[src/rtl/risc15_pkg.sv]
// Shared ISA field positions, LM/SM opcodes and issue-stage state encoding.
package risc15_pkg;
  localparam logic [3:0] OP_LM   = 4'b0110;
  localparam logic [3:0] OP_SM   = 4'b0111;
  localparam int         OPC_HI  = 15;
  localparam int         OPC_LO  = 12;
  localparam int         MASK_LO = 0;
  localparam int         MASK_HI = 7;

  localparam logic [1:0] ST_IDLE   = 2'd0;
  localparam logic [1:0] ST_SINGLE = 2'd1;
  localparam logic [1:0] ST_SEQ    = 2'd2;

  function automatic logic is_lmsm(input logic [15:0] ir);
    return (ir[OPC_HI:OPC_LO] == OP_LM) || (ir[OPC_HI:OPC_LO] == OP_SM);
  endfunction
endpackage

[src/rtl/lsb_clear8.sv]
// Lowest-set-bit clear for the LM/SM register mask, plus a one-bit-left flag.
module lsb_clear8 (
  input  logic [7:0] mask_i,
  output logic [7:0] next_mask_o,
  output logic       single_bit_o
);
  always_comb begin
    next_mask_o  = mask_i & (mask_i - 8'd1);
    single_bit_o = (mask_i != 8'd0) && (next_mask_o == 8'd0);
  end
endmodule

[src/rtl/lmsm_issue.sv]
// Issue stage: passes instructions to decode, expanding LM/SM into per-register micro-ops.
// Option: LMSM_ZERO_DROP_EN drops LM/SM with an empty mask instead of issuing it once.
module lmsm_issue
  import risc15_pkg::*;
#(
  parameter int IW    = 16,
  parameter int AW    = 16,
  parameter int MASKW = 8
) (
  input  logic          clk,
  input  logic          rst_n,
  input  logic          flush,
  input  logic          in_valid,
  output logic          in_ready,
  input  logic [IW-1:0] in_ir,
  input  logic [AW-1:0] in_pc,
  output logic          out_valid,
  input  logic          out_ready,
  output logic [IW-1:0] out_ir,
  output logic [AW-1:0] out_pc,
  output logic [2:0]    out_seq,
  output logic          out_last
);
  logic [1:0]    state_q, state_d, ld_state;
  logic [IW-1:0] ir_q, ir_d;
  logic [AW-1:0] pc_q, pc_d;
  logic [2:0]    seq_q, seq_d;
  logic [7:0]    next_mask;
  logic          single_bit, accept, pop;

  lsb_clear8 u_lsb (
    .mask_i      (ir_q[MASK_HI:MASK_LO]),
    .next_mask_o (next_mask),
    .single_bit_o(single_bit)
  );

  // Classification of the incoming instruction decides its state on load.
  always_comb begin
    ld_state = ST_SINGLE;
    if (is_lmsm(in_ir)) begin
      if (in_ir[MASK_HI:MASK_LO] != 8'd0) ld_state = ST_SEQ;
`ifdef LMSM_ZERO_DROP_EN
      else                                ld_state = ST_IDLE;
`else
      else                                ld_state = ST_SINGLE;
`endif
    end
  end

  always_comb begin
    out_valid = (state_q != ST_IDLE);
    out_last  = (state_q == ST_SINGLE) || ((state_q == ST_SEQ) && single_bit);
    in_ready  = !flush && ((state_q == ST_IDLE) || (out_ready && out_last));
    accept    = in_valid && in_ready;
    pop       = out_valid && out_ready;
    state_d   = state_q;
    ir_d      = ir_q;
    pc_d      = pc_q;
    seq_d     = seq_q;
    // Flush wins over both handshakes; IR/PC may go stale since out_valid drops.
    if (flush) begin
      state_d = ST_IDLE;
      seq_d   = 3'd0;
    end else if (accept) begin
      state_d = ld_state;
      ir_d    = in_ir;
      pc_d    = in_pc;
      seq_d   = 3'd0;
    end else if (pop) begin
      if (out_last) begin
        state_d = ST_IDLE;
        seq_d   = 3'd0;
      end else begin
        ir_d  = {ir_q[IW-1:MASK_HI+1], next_mask};
        seq_d = seq_q + 3'd1;
      end
    end
  end

  always_ff @(posedge clk) begin
    if (!rst_n) begin
      state_q <= ST_IDLE;
      ir_q    <= '0;
      pc_q    <= '0;
      seq_q   <= 3'd0;
    end else begin
      state_q <= state_d;
      ir_q    <= ir_d;
      pc_q    <= pc_d;
      seq_q   <= seq_d;
    end
  end

  assign out_ir  = ir_q;
  assign out_pc  = pc_q;
  assign out_seq = seq_q;
endmodule
[config.mk]
export PLATFORM = sky130hd
export DESIGN_NAME = lmsm_issue
export DESIGN_NICKNAME = d
export VERILOG_FILES = /design/src/rtl/risc15_pkg.sv /design/src/rtl/lsb_clear8.sv /design/src/rtl/lmsm_issue.sv
export SDC_FILE = /design/constraint.sdc
export NUM_CORES = 1
export LEC_CHECK = 0
export CORE_MARGIN = 10
export CORE_UTILIZATION = 43
export DETAILED_ROUTE_END_ITERATION = 8
export GPL_TIMING_DRIVEN = 0
export PLACE_DENSITY = 0.79
export SYNTH_ARGS = -nofsm -noshare
export SYNTH_HDL_FRONTEND = slang
export SYNTH_SLANG_ARGS = --single-unit
[constraint.sdc]
create_clock -name clk -period 2.7 [get_ports clk]
set_clock_uncertainty 0.05 [all_clocks]
set_input_delay 0.54 -clock clk [delete_from_list [all_inputs] [get_ports clk]]
set_output_delay 0.54 -clock clk [all_outputs]
set_load 0.01 [all_outputs]
# [Word level (Yosys, flattened, before mapping)]
# Index checks and enable logic that the tools add are counted.
[word_totals] out_inout_bits=38 register_bits=37 elab_cells=46 mem_count=0 mem_bits_rw=0 inputBits=37 rom_bits=0 latchBits=0
[op_classes] eq_ne=5 n_mul=0 n_shift=0 n_mux=9 bitwise=3 div=0 n_reduce_logical=22 magnitude_cmp=0 add_sub_neg=2
[op_table] cell="$mux W16" count=1
[op_table] cell="$mux W8" count=2
[op_table] cell="$reduce_bool A8 Y1" count=2
[op_table] cell="$mux W2" count=5
[op_table] cell="$and A8 B8 Y8" count=1
[op_table] cell="$eq A4 B3 Y1 const B" count=2
[op_table] cell="$logic_not A8 Y1" count=1
[op_table] cell="$sub A8 B1 Y8 const B" count=1
[op_table] cell="$logic_and A1 B1 Y1" count=6
[op_table] cell="$reduce_bool A2 Y1" count=3
[op_table] cell="$reduce_and A2 Y1" count=2
[op_table] cell="$add A3 B1 Y3 const B" count=1
[op_table] cell="$logic_or A1 B1 Y1" count=3
[op_table] cell="$mux W3" count=1
[op_table] cell="$reduce_and A3 Y1" count=1
[op_table] cell="$reduce_or A3 Y1" count=1
[op_table] cell="$eq A2 B1 Y1 const B" count=1
[op_table] cell="$eq A2 B2 Y1 const B" count=1
[op_table] cell="$logic_not A2 Y1" count=1
[op_table] cell="$ne A2 B1 Y1 const B" count=1
[op_table] cell="$not A1 Y1" count=2
[op_table] cell="$reduce_or A2 Y1" count=1
[op_table] cell="$logic_not A1 Y1" count=1

# [Depth between registers and ports, before layout]
[logic_depth] depth_word=12 mapped_depth=8 ltp_nobuf=6

# [Hierarchy]
# From an unflattened synthesis, not the netlist that was laid out.
[hier_totals] hier_cells=219 hier_area_um2=1722.9
[by_module_without_submodules] module="lmsm_issue" instances=1 cells_each=196 area_per_inst_um2=1554.0 seq_area_each_um2=740.7
[by_module_without_submodules] module="lsb_clear8" instances=1 cells_each=23 area_per_inst_um2=168.9 seq_area_each_um2=0.0

# [Worst setup path before layout]
# Ideal clock, no wire load.
[synth_path] path_kind="register to output" from="register ir_q[0] (netlist: out_ir[0])" to="output in_ready" arrival_ns=1.910 n_path_buf=1 path_stages_with_launch=8 slack_ns=0.200 t_required_ns=2.110 cell_sequence="dfxtp_1 > buf_2 > or4_4 > mux2i_1 > nand2_1 > o21ai_0 > and2_1 > a211oi_1"
[synth_between] elab_chain_len=9 word_cells_on_any_way=10 classes_between="1 x add/sub; 1 x bitwise; 8 x reduce/logical"
[synth_rtl] element="start, declared" line_no="lmsm_issue.sv:25" rtl="logic [IW-1:0] ir_q, ir_d;"
[synth_rtl] element="start signal, assigned" line_no="lmsm_issue.sv:88" rtl="ir_q <= ir_d;"
[synth_rtl] element="$sub A8 B1 Y8" line_no="lsb_clear8.sv:8" rtl="next_mask_o = mask_i & (mask_i - 8'd1);"
[synth_rtl] element="$and A8 B8 Y8" line_no="lsb_clear8.sv:8"
[synth_rtl] element="$logic_not A8 Y1" line_no="lsb_clear8.sv:9" rtl="single_bit_o = (mask_i != 8'd0) && (next_mask_o == 8'd0);"
[synth_rtl] element="$logic_and A1 B1 Y1 (*)" line_no="lsb_clear8.sv:9"
[synth_rtl] element="$logic_and A1 B1 Y1 (*)" line_no="lmsm_issue.sv:52" rtl="out_last = (state_q == ST_SINGLE) || ((state_q == ST_SEQ) && single_bit);"
[synth_rtl] element="$logic_or A1 B1 Y1 (*)" line_no="lmsm_issue.sv:52"
[synth_rtl] element="$logic_and A1 B1 Y1 (*)" line_no="lmsm_issue.sv:53" rtl="in_ready = !flush && ((state_q == ST_IDLE) || (out_ready && out_last));"
[synth_rtl] element="$logic_or A1 B1 Y1 (*)" line_no="lmsm_issue.sv:53"
[synth_rtl] element="$logic_and A1 B1 Y1 (*)" line_no="lmsm_issue.sv:53"
[synth_rtl] element="end, declared" line_no="lmsm_issue.sv:14" rtl="output logic in_ready,"
# Mark *: on every way between the ends. The rest lies on a longest branch, timed or not.

# [Final worst setup path]
[layout_path] from="register ir_q[3] (netlist: out_ir[3])" to="output in_ready"
# The elaborated chain is that of the path after synthesis.

==> key figures <==
STA
  – Setup TNS: 0 ns
  – Tcrit/Tclk final: 98.42%
  – Max Fclk: 376.3 MHz
  – Relative slew slack: 58.73%
  – Final setup fails: 0
  – Unrepaired setup endpoints after global routing: yes
  – Final setup margin: 0.04274 ns
  – Fin. Hold Viols: 0
  – Final min period: 2.657 ns
  – Final Max Slew Viols: 0
  – Slew @ Worst Pin: 0.6167 ns

Layout
  – Final Cell Area: 2888 sq um
  – Fillcell total: 374
  – N_diodes: 0
  – Highest-count cells in the layout ignoring fill and taps: clkdlybuf4s50_1, dfxtp_1, o211ai_1
  – Final Util: 66.78%
  – Most common cell after layout, fill and taps aside: clkdlybuf4s50_1
  – Layout cells sized above 1: 10.56%
  – Area growth, synth to finish: 51.34%
  – Fin cells: 374
  – Nets@finish: 360

Clock tree
  – Maximum root-to-sink buffer count: 2
  – CTS tree: built
  – Hold_buf cts: 0
  – CTS sink cnt: 37
  – Root Driver: clkbuf_8
  – CTS buffer count: 5
  – Clk_lat worst skew: 0.29 ns
  – Clock Pin Slew Worst Setup and Hold Paths: 0.07 ns
  – H-tree depth: 2

Floorplanning
  – Die area: 7502 sq um
  – Row Count: 24
  – Initial core utilization: 44.13%
  – Die X: 86.62 microns
  – CORE AREA: 4324 sq um
  – Die Y: 86.62 microns
  – Ports: 75

Logic synthesis
  – Distinct cells, synth: 39
  – Syn avg cell area: 8.085 sq um
  – Syn_nets: 274
  – Synthesized area: 1908 sq um
  – FF+latch count, synth: 37
  – Synth warn: 0
  – Syn Inst Count: between 200 and 250
  – Seq/Total Area, Yosys: 38.82%

Worst setup path
  – Crit path max fanout: 6
  – Setup CP Type: reg2out
  – Critical Path RT: 2.11 ns
  – Worst-path cell chain: or4_4 -> mux2i_2 -> nand2_1 -> o21ai_2 -> and2_4 -> a211oi_2 -> buf_2
  – Nature of the critical path endpoint: output port
  – Startpoint types: register
  – Critical Path Max Stage Delay: 0.54 ns
  – Crit path DAT: between 2 and 2.5 ns
  – Slowest stage cell, crit path: or4_4

Placed design
  – GP Congestion: 0.8571
  – Placed instance count: around 360
  – DP Worst Slack: -0.4087 ns
  – Post-DP HPWL: 4611 microns
  – Placed cell area: around 2700 sq um
  – IO buf count: 74

Global routing
  – Pin count of the biggest net entering global routing: 12
  – Initial antenna violation count: 0
  – Met3 usage: under 10%
  – Total Routing Usage GR: 16.76%
  – Grt peak-use layer: met2
  – Met2 GRT Util: between 20% and 30%
  – GR Util met1: 19.93%
  – Vias in the first global route: 2144
  – Total global routing overflow: 0
  – First-pass GRT wire length: 10530 microns

Flow run
  – Number of max-cap violations: 0

Drt
  – Vias per cell: 5.992
  – WL/cell: 17.48 microns
  – Final WL: between 6000 and 7000 microns
  – TritonRoute pass-1 iters: 4
  – First-iteration detailed-routing DRC count: 149
  – Drt drc: 0
  – Antenna-violating nets left: 0
  – Via count: 2241

Min path
  – Worst hold-check path type: reg2reg

Pwr
  – LEAKAGE: 0.9860 nW
  – Max IR drop VDD: ~0.38 mV
  – Pwr per Cell Area: 476.1 nW/um^2

Run status
  – Status: complete, no violations
## per-stage QoR
step	hold slack, ns	total power, W
2_1_floorplan	0.4124	0.0007791
3_3_place_gp	0.4025	0.0009379
3_5_place_dp	0.4087	0.0009418
4_1_cts	0.4180	0.001367
5_1_grt	0.4344	0.001443
6_report	0.4160	0.001375
## area by class of cell
class	instances	area, sq um	area share, %
clock buffers	6	82.58	2.860
well taps	52	65.06	2.253
repair buffers	83	798.3	27.64
clock inverters	1	7.507	0.2600
flip-flops and latches	37	749.5	25.95
multi-input cells	170	1075	37.22
plain buffers	20	91.34	3.163
inverters	5	18.77	0.6499
## state kept, by name, summed over array words and instances (netlist names)
signal   flops
out_ir      16
out_pc      16
out_seq      3
state_q      2
## cell families after synthesis
kind of cell / Yosys count / share of synthesized area [%]
AOI/OAI and AO/OA: 94 / 33.11
adders and majority gates: 1 / 0.6556
buffers and inverters: 29 / 6.623
DFF: 37 / 38.82
muxes: 1 / 0.5246
and+or+nand+nor: 74 / 20.26
## Yosys cell counts
library cell   n  area [sq um]
o31a_1         1         8.760
buf_2          2         10.01
nor2b_1        2         12.51
o211ai_1      32         240.2
buf_6          1         11.26
dfxtp_1       37         740.7
a2bb2oi_1      1         8.760
nor3_1         2         10.01
clkbuf_1      19         71.32
a221oi_1       1         8.760
nand4b_1       1         8.760
o21bai_1       1         7.510
ha_1           1         12.51
and3_1         2         12.51
nand2_1       18         67.56
mux2i_1        1         10.01
o211a_1        1         10.01
o21a_1         2         15.01
nor4_1         4         25.02
o2111ai_1      4         35.03
or4_4          1         11.26
nor4b_1        5         43.79
a21oi_1       30         150.1
inv_1          5         18.77
a31oi_1        5         31.28
o311a_1        1         10.01
nor2_1         6         22.52
a211o_1        2         17.52
and2_1         2         12.51
nand3_1       27         135.1
nand4_1        2         12.51
a21o_1         1         7.510
nand2b_1       1         6.260
o41ai_1        1         8.760
o2111ai_2      1         15.01
or3_1          1         6.260
buf_4          2         15.01
o21ai_0        7         35.03
a211oi_1       3         22.52
## worst max-delay path: cells and delay by family (launching register included)
family | cells | cell delay, ns
simple gates | 3 | 0.83
flops | 1 | 0.36
mux | 1 | 0.22
compound gates | 2 | 0.21
buf+inv | 1 | 0.17
## where the power goes
part           switching [W]  leakage (nW)  internal [W]
combinational       0.000180         0.639      0.000194
clock               0.000192        0.0433      0.000202
sequential         0.0000330         0.304      0.000574
## routing by layer
metal	vias to the layer above	part of all wire, %
met5	-	0
met4	0	1.2
met3	6	9.1
met2	100	48
met1	1057	41
li1	1078	-
## path summary, 6_finish.rpt
check | startpoint | depth (start not counted) | slack (ns) | end
worst min-delay path | out_ir[9] | 2 | 0.42 | out_ir[9]
worst min register to register | out_ir[9] | 2 | 0.42 | out_ir[9]
worst max-delay path | out_ir[3] | 7 | 0.04 | in_ready
worst max register to register | out_ir[3] | 9 | 0.16 | out_ir[15]
## timing repair
item | in CTS | in global routing
endpoints found under the setup margin | 2 | 2
buffers inserted | 4 | 5
pin swaps | 3 | 1
resized for setup | 17 | 4
Note: power is estimated with default switching activity, not from simulation.
